===== config.mk =====
export PLATFORM = sky130hd
export DESIGN_NAME = id_ex_stage
export DESIGN_NICKNAME = d
export VERILOG_FILES = /design/src/rtl/mips_pkg.sv /design/src/rtl/hazard_detect.sv /design/src/rtl/id_ex_stage.sv
export SDC_FILE = /design/constraint.sdc
export NUM_CORES = 1
export LEC_CHECK = 0
export CAP_MARGIN = 25
export CORE_AREA = 2 2 145 147
export CTS_CLUSTER_DIAMETER = 150
export DETAILED_ROUTE_END_ITERATION = 8
export DIE_AREA = 0 0 147 149
export PLACE_DENSITY = 0.8
export SYNTH_ARGS = -nofsm -noshare
export SYNTH_HDL_FRONTEND = slang
export SYNTH_SLANG_ARGS = --single-unit

===== constraint.sdc =====
create_clock -name CLOCK -period 3.7 [get_ports CLOCK]
set_clock_uncertainty 0.05 [all_clocks]
set_input_delay 0.37 -clock CLOCK [delete_from_list [all_inputs] [get_ports CLOCK]]
set_output_delay 0.37 -clock CLOCK [all_outputs]
set_load 0.01 [all_outputs]

===== src/rtl/mips_pkg.sv =====
// Shared MIPS decode constants and the ID/EX pipeline bundle types.
package mips_pkg;

  localparam logic [5:0] OP_RTYPE = 6'h00;
  localparam logic [5:0] OP_J     = 6'h02;
  localparam logic [5:0] OP_JAL   = 6'h03;
  localparam logic [5:0] OP_BEQ   = 6'h04;
  localparam logic [5:0] OP_BNE   = 6'h05;
  localparam logic [5:0] OP_ADDI  = 6'h08;
  localparam logic [5:0] OP_LW    = 6'h23;
  localparam logic [5:0] OP_SW    = 6'h2B;

  localparam logic [5:0] FN_SLL = 6'h00;
  localparam logic [5:0] FN_SRL = 6'h02;
  localparam logic [5:0] FN_SRA = 6'h03;
  localparam logic [5:0] FN_JR  = 6'h08;
  localparam logic [5:0] FN_ADD = 6'h20;

  typedef struct packed {
    logic reg_write;
    logic memto_reg;
    logic mem_write;
    logic branch;
    logic jump;
    logic alu_src;
    logic reg_dst;
  } ctrl_t;

  localparam ctrl_t CTRL_BUBBLE = '0;

  // Everything the EX stage receives from ID, held as one register.
  typedef struct packed {
    logic        valid;
    ctrl_t       ctrl;
    logic [5:0]  opcode;
    logic [5:0]  funct;
    logic [31:0] rega;
    logic [31:0] regb;
    logic [31:0] imm;
    logic [31:0] pc4;
    logic [4:0]  rs;
    logic [4:0]  rt;
    logic [4:0]  rd;
    logic [4:0]  shamt;
  } id_ex_t;

endpackage


===== src/rtl/hazard_detect.sv =====
// Load-use hazard detection between the ID instruction and a load sitting in EX.
module hazard_detect
  import mips_pkg::*;
(
  input  logic       valid_d,
  input  logic [5:0] opcode_d,
  input  logic [5:0] funct_d,
  input  logic [4:0] rs_d,
  input  logic [4:0] rt_d,
  input  logic       valid_e,
  input  logic       memto_reg_e,
  input  logic       reg_write_e,
  input  logic [4:0] rt_e,
  output logic       uses_rs,
  output logic       uses_rt,
  output logic       lu
);

  // Decode which source registers the ID instruction actually reads.
  always_comb begin
    uses_rs = 1'b1;
    uses_rt = 1'b0;
    case (opcode_d)
      OP_RTYPE: begin
        uses_rt = (funct_d != FN_JR);
        if (funct_d == FN_SLL || funct_d == FN_SRL || funct_d == FN_SRA)
          uses_rs = 1'b0;
      end
      OP_J, OP_JAL: uses_rs = 1'b0;
      OP_BEQ, OP_BNE, OP_SW: uses_rt = 1'b1;
      default: ;
    endcase
  end

  // A load into $zero never creates a dependency.
  always_comb begin
    lu = valid_d && valid_e && memto_reg_e && reg_write_e && (rt_e != 5'd0) &&
         ((uses_rs && (rs_d == rt_e)) || (uses_rt && (rt_d == rt_e)));
  end

endmodule


===== src/rtl/id_ex_stage.sv =====
// ID/EX pipeline register with load-use stall generation and event counters.
module id_ex_stage
  import mips_pkg::*;
#(
  parameter int CNT_W = 16
) (
  input  logic             CLOCK,
  input  logic             RESET_N,
  input  logic             Valid_D,
  input  logic             RegWrite_D,
  input  logic             MemtoReg_D,
  input  logic             MemWrite_D,
  input  logic             Branch_D,
  input  logic             Jump_D,
  input  logic             ALUSrc_D,
  input  logic             RegDst_D,
  input  logic [5:0]       Opcode_D,
  input  logic [5:0]       Funct_D,
  input  logic [31:0]      regA_data_D,
  input  logic [31:0]      regB_data_D,
  input  logic [31:0]      se_imme_D,
  input  logic [31:0]      PC_add4_D,
  input  logic [4:0]       rs_D,
  input  logic [4:0]       rt_D,
  input  logic [4:0]       rd_D,
  input  logic [4:0]       shamt_D,
  input  logic             Flush_in,
  output logic             Valid_E,
  output logic             RegWrite_E,
  output logic             MemtoReg_E,
  output logic             MemWrite_E,
  output logic             Branch_E,
  output logic             Jump_E,
  output logic             ALUSrc_E,
  output logic             RegDst_E,
  output logic [5:0]       Opcode_E,
  output logic [5:0]       Funct_E,
  output logic [31:0]      regA_data_E,
  output logic [31:0]      regB_data_E,
  output logic [31:0]      se_imme_E,
  output logic [31:0]      PC_add4_E,
  output logic [4:0]       rs_E,
  output logic [4:0]       rt_E,
  output logic [4:0]       rd_E,
  output logic [4:0]       shamt_E,
  output logic             Stall_out,
  output logic [CNT_W-1:0] stall_cnt,
  output logic [CNT_W-1:0] flush_cnt
);

  id_ex_t           pipe_d, pipe_q;
  logic [CNT_W-1:0] stall_cnt_d, stall_cnt_q;
  logic [CNT_W-1:0] flush_cnt_d, flush_cnt_q;
  logic             lu;
  logic             uses_rs;
  logic             uses_rt;
  logic             stall;

  hazard_detect u_hazard (
    .valid_d     (Valid_D),
    .opcode_d    (Opcode_D),
    .funct_d     (Funct_D),
    .rs_d        (rs_D),
    .rt_d        (rt_D),
    .valid_e     (pipe_q.valid),
    .memto_reg_e (pipe_q.ctrl.memto_reg),
    .reg_write_e (pipe_q.ctrl.reg_write),
    .rt_e        (pipe_q.rt),
    .uses_rs     (uses_rs),
    .uses_rt     (uses_rt),
    .lu          (lu)
  );

  // A redirect kills the ID instruction, so it must not also hold it upstream.
  always_comb begin
    stall = lu & ~Flush_in;
  end

  // Next pipeline contents: bubble on flush or stall, else capture ID.
  always_comb begin
    pipe_d             = '0;
    pipe_d.valid       = Valid_D;
    pipe_d.ctrl        = '{RegWrite_D, MemtoReg_D, MemWrite_D, Branch_D,
                           Jump_D, ALUSrc_D, RegDst_D};
    pipe_d.opcode      = Opcode_D;
    pipe_d.funct       = Funct_D;
    pipe_d.rega        = regA_data_D;
    pipe_d.regb        = regB_data_D;
    pipe_d.imm         = se_imme_D;
    pipe_d.pc4         = PC_add4_D;
    pipe_d.rs          = rs_D;
    pipe_d.rt          = rt_D;
    pipe_d.rd          = rd_D;
    pipe_d.shamt       = shamt_D;
    if (Flush_in || stall) begin
      pipe_d      = '0;
      pipe_d.ctrl = CTRL_BUBBLE;
    end
  end

  // Saturating event counters.
  always_comb begin
    stall_cnt_d = stall_cnt_q;
    flush_cnt_d = flush_cnt_q;
    if (stall && (stall_cnt_q != '1))
      stall_cnt_d = stall_cnt_q + 1'b1;
    if (Flush_in && Valid_D && (flush_cnt_q != '1))
      flush_cnt_d = flush_cnt_q + 1'b1;
  end

  // State registers; reset leaves a bubble in EX.
  always_ff @(posedge CLOCK or negedge RESET_N) begin
    if (!RESET_N) begin
      pipe_q      <= '0;
      stall_cnt_q <= '0;
      flush_cnt_q <= '0;
    end else begin
      pipe_q      <= pipe_d;
      stall_cnt_q <= stall_cnt_d;
      flush_cnt_q <= flush_cnt_d;
    end
  end

  assign Stall_out   = stall;
  assign Valid_E     = pipe_q.valid;
  assign RegWrite_E  = pipe_q.ctrl.reg_write;
  assign MemtoReg_E  = pipe_q.ctrl.memto_reg;
  assign MemWrite_E  = pipe_q.ctrl.mem_write;
  assign Branch_E    = pipe_q.ctrl.branch;
  assign Jump_E      = pipe_q.ctrl.jump;
  assign ALUSrc_E    = pipe_q.ctrl.alu_src;
  assign RegDst_E    = pipe_q.ctrl.reg_dst;
  assign Opcode_E    = pipe_q.opcode;
  assign Funct_E     = pipe_q.funct;
  assign regA_data_E = pipe_q.rega;
  assign regB_data_E = pipe_q.regb;
  assign se_imme_E   = pipe_q.imm;
  assign PC_add4_E   = pipe_q.pc4;
  assign rs_E        = pipe_q.rs;
  assign rt_E        = pipe_q.rt;
  assign rd_E        = pipe_q.rd;
  assign shamt_E     = pipe_q.shamt;
  assign stall_cnt   = stall_cnt_q;
  assign flush_cnt   = flush_cnt_q;

endmodule


* Word level (Yosys, flattened, before mapping)
Index checks and enable logic that the tools add are counted.
Word-level totals: register bits 200, latch bits 0, memory bits (writable) 0, ROM bits 0, input port bits 171, output and inout bits 201, logic and storage cells 59, memories kept 0
Cells by class: add/sub/neg operators 2, $mul 0, div/mod/pow operators 0, order comparisons 0, eq/ne operators 12, shifts and indexed selects 0, multiplexer cells 4, bitwise logic cells 2, reductions and logical operators 19
Operators with widths (count):
- $mux 168 | 1
- $add 16x1->16 const B | 2
- $ne 16x16->1 const B | 2
- $eq 6x2->1 const B | 4
- $eq 6x3->1 const B | 2
- $logic_not 6->1 | 2
- $eq 5x5->1 | 2
- $logic_and 1x1->1 | 10
- $eq 6x6->1 const B | 1
- $ne 6x4->1 const B | 1
- $reduce_bool 5->1 | 1
- $logic_or 1x1->1 | 4
- $pmux 1 s2 | 2
- $reduce_or 3->1 | 1
- $reduce_or 2->1 | 1
- $and 1x1->1 | 1
- $mux 1 | 1
- $not 1->1 | 1

* Longest topological paths before layout
depth after elaboration 11, depth in mapped cells 8, mapped depth without buffers 7

* By module
From an unflattened synthesis, not the netlist that was laid out.
Unflattened totals: cell total of the unflattened synthesis 540, area total of the unflattened synthesis 7234.4 um^2
Modules (own cells, without submodules):
- id_ex_stage | instances 1, cells each 508, area each 6975.4 um^2, sequential area each 5004.8 um^2
- hazard_detect | instances 1, cells each 32, area each 259.0 um^2, sequential area each 0.0 um^2

* Worst setup path after synthesis
No wires, ideal clock.
kind input port to output port, from in Opcode_D[3], to out Stall_out, data arrival time 2.078 ns, required time 3.280 ns, setup slack 1.202 ns, stages on the path 6, path buffers 1, cells stage by stage or4_1 -> a2111oi_2 -> o2111ai_1 -> o41ai_2 -> buf_2 -> nor2b_1
Between the ends: cells in the longest elaborated chain, start to end 7, elaborated cells between the ends (all ways) 15, classes of those cells eq/ne (5); mux (2); bitwise (1); reduce/logical (7)
Ends and longest elaborated chain:
- from (decl) | line id_ex_stage.sv:17 | input logic [5:0] Opcode_D,
- $eq 6x3->1 (tied with other cells) | line hazard_detect.sv:23 | case (opcode_d)
- $reduce_or 3->1 or $reduce_or 2->1 (tied branches) | line hazard_detect.sv:23
- $pmux 1 s2 | line hazard_detect.sv:23
- $logic_and 1x1->1 | line hazard_detect.sv:38 | ((uses_rs && (rs_d == rt_e)) || (uses_rt && (rt_d == rt_e)));
- $logic_or 1x1->1 (*) | line hazard_detect.sv:38
- $logic_and 1x1->1 (*) | line hazard_detect.sv:37 | lu = valid_d && valid_e && memto_reg_e && reg_write_e && (rt_e != 5'd0) &&
- $and 1x1->1 (*) | line id_ex_stage.sv:76 | stall = lu & ~Flush_in;
- to (decl) | line id_ex_stage.sv:46 | output logic Stall_out,
Every way passes the cells marked *; elsewhere a longest branch is shown, timed or not.

* Final worst setup path
Same ends and word-level chain as after synthesis.

==> impl_metrics.yaml <==
critical_path:
  crit_type: "in2out"
  crit_required_ns: 3.28
  start_kind: "primary input"
  timing.rr.start: "rt_E[0]"
  cp_max_fo: 4
  r2r-end: "PC_add4_E[4]"
  r2r_cells: 8
  cp.arrival_ns: 2.87
  worst_setup_path_end_kind: "output port"
  r2r_slack_ns: 1.14
drt:
  first_pass_iters: 4
  finalWirelength_um: 20600
  vias: 5190
  via_per_inst: 4.38
  drc: 0
  wl_per_cell_um: 17.4
  detail_route.iter0.violations: 336
  ant_nets: 0
power_and_ir_drop:
  ir_drop_v: 0.000324
  p_int_mw: 3.75
  netSwitchingFraction: 0.243
  power_frac_comb: 0.145
  p_leak_nw: 5.07
  power.density_nw_per_um2: 423
  p_sw_mw: 1.21
  p_clk_frac: 0.375
  power_frac_seq: 0.480
global_route:
  gr-total-overflow: 0
  antenna_found_initial: 4
  grt_pass1_vias: 5165
  grt_pass1_wl_um: 31100
  grt_max_degree: 95
  gr-usage-all-layers: 0.189
synthesis:
  netlist_area_um2: 7180
  ys.flop_type: "dfrtp_1"
  yosysSeqAreaShare: 0.697
  synth.net_count: 697
  ys_seq_elements: 200
  synthAdderAreaFrac: 0.00349
  synth_top_family_by_area: "simple AND/OR/NAND/NOR gates"
  synthXorXnorAreaFrac: 0.0464
  synthCells: 524
  yosysUniqueCellTypes: 36
  yosysMostFrequentCell: "dfrtp_1"
  synth_top_area_frac: 0.697
  yosys-top-cells-count: "200 x dfrtp_1, 174 x and2_1, 28 x xnor2_1"
  synth_edf_count: 0
  netlist_top_cells_area: "dfrtp_1 70%, and2_1 15%, xnor2_1 3.4%, buf_6 2.0%, nand4_1 1.3%"
  synth_compound_area_frac: 0.0143
  synthArstFlopShare: 1.00
  avgSynthCellArea_um2: 13.7
  ys_warn_count: 0
  yosys-mux-area-fraction: 0.00471
  synth.largest_area_cell: "dfrtp_1"
  yosys.area_share.simple: 0.208
layout:
  multi_input_area_um2: 2000
  final_nets: 1071
  nFillCells: 1701
  syn_to_final_growth_pct: 63.3
  layout-drive-gt1-share: 0.0505
  seq_area_um2: 5000
timing:
  finalSetupViolations: 0
  slew_headroom: 0.510
  fmax_mhz: 304
  setup_tns_ns: 0
  fin_hold_ws_ns: 0.442
  hold_violations: 0
  period_share: 0.889
  fin_crit_ns: 3.29
  slew_violations: 0
  rsz0062_at_grt: "no"
  tightest_slew_ns: 0.735
min_path:
  worstHoldStart: "PC_add4_D[21]"
  hp-class: "in2reg"
  min_path_cells: 2
  min_to: "PC_add4_E[21]"
run:
  max-cap-violations: 0
clocking:
  cts_buffer_depth: 2
  cts.sinks: 200
  cts_tree: "built"
  root_buffer: "clkbuf_16"
  cts_made_buffers: 17
  h-tree-depth: 4
  path_clk_slew_ns: 0.08
  insertion_delay_ns: 0.42
die:
  core_um2: 20600
  die_w_um: 147
  rows: 53
  io_pins: 372
  initial_core_util: 0.349
  design.die.area_um2: 21900
  die_h_um: 149
placement:
  hpwl_um: 15500
  gp_congestion: 0.820
  portBuffers: 371
status:
  status: "finished clean"
## kinds of logic after synthesis
logic type	count (synthesis)
flip-flops	200
AO/OA/AOI/OAI	11
AND/OR/NAND/NOR	247
buffers and inverters	23
XOR/XNOR	38
adder cells (fa/ha/maj)	2
multiplexers	3
## routing by layer
layer	track usage	share of wire	vias up
li1	-	-	2421
met5	0	0.0013	-
met2	0.318	0.49	240
met1	0.213	0.37	2482
met4	0.0606	0.030	4
met3	0.0902	0.11	43
## metrics by stage
step / utilization / cell area [um2] / power (mW) / setup slack, ns / std cells
after floorplan: - / 7180 / 2.63 / 1.20 / 524
after global placement: 0.541 / 11100 / 3.14 / 0.408 / 1153
after detailed placement: 0.541 / 11100 / 3.15 / 0.398 / 1153
after CTS: 0.570 / 11700 / 5.01 / 0.427 / 1185
after global routing: 0.570 / 11700 / 5.18 / 0.300 / 1186
final: 0.570 / 11700 / 4.95 / 0.411 / 1186
## layout make-up
type	instances	share of cell area
flip-flops and latches	200	0.427
repair buffers	377	0.322
multi-input cells	301	0.170
clock buffers	19	0.0386
well taps	275	0.0294
clock inverters	12	0.0117
inverters	1	0.000320
diodes	1	0.000214
## worst max path at each step
stage          slack (ns)      endpoint  cells after the start   startpoint
2_1_floorplan        1.20     Stall_out                      6  Opcode_D[3]
3_3_place_gp         0.41     Stall_out                      7  Opcode_D[3]
3_5_place_dp         0.40  PC_add4_E[4]                      9  Opcode_D[3]
4_1_cts              0.43     Stall_out                      7  Opcode_D[3]
5_1_grt              0.30     Stall_out                      7  Opcode_D[2]
6_report             0.41     Stall_out                      7  Opcode_D[3]
## power by group through the flow
stage                     clock, mW  sequential [mW]  combinational, mW
final                          1.86             2.38              0.720
after global routing           2.02             2.39              0.775
after CTS                      1.90             2.38              0.733
after detailed placement          0             2.42              0.729
after global placement            0             2.42              0.720
after floorplan                   0             2.48              0.154
## critical path, stage by stage
cell,delay (ns)
clkdlybuf4s50_1,0.45
or4_1,0.58
a2111oi_2,0.35
o2111ai_1,0.22
o41ai_4,0.13
nor2b_1,0.22
clkdlybuf4s50_1,0.55
## flip-flops by register name (all words and copies together), names as in the netlist
| name | flops |
|---|---|
| Jump_E | 1 |
| PC_add4_E | 32 |
| regA_data_E | 32 |
| RegWrite_E | 1 |
| regB_data_E | 32 |
| Opcode_E | 6 |
| rt_E | 5 |
| shamt_E | 5 |
| rs_E | 5 |
| MemtoReg_E | 1 |
| stall_cnt | 16 |
| RegDst_E | 1 |
| Funct_E | 6 |
| Valid_E | 1 |
| rd_E | 5 |
| flush_cnt | 16 |
| se_imme_E | 32 |
| ALUSrc_E | 1 |
| MemWrite_E | 1 |
| Branch_E | 1 |
## what timing repair did
item                                   CTS  global route
gates resized for setup                  0             0
hold buffers                             1             0
setup endpoints to repair                0             0
endpoints found under the hold margin   83             0
setup buffers                            0             0
## layout by cell type (no fill, tap or decap), types with 8 or more instances in the layout
cell type        instances
clkdlybuf4s50_1        370
xor2_1                  10
nand3_1                 14
nand2_1                 11
nand4_1                 15
nor2_1                   8
clkbuf_16               17
xnor2_1                 28
dfrtp_1                200
and2_1                 174
No activity file was read; power rests on OpenSTA's default activity.
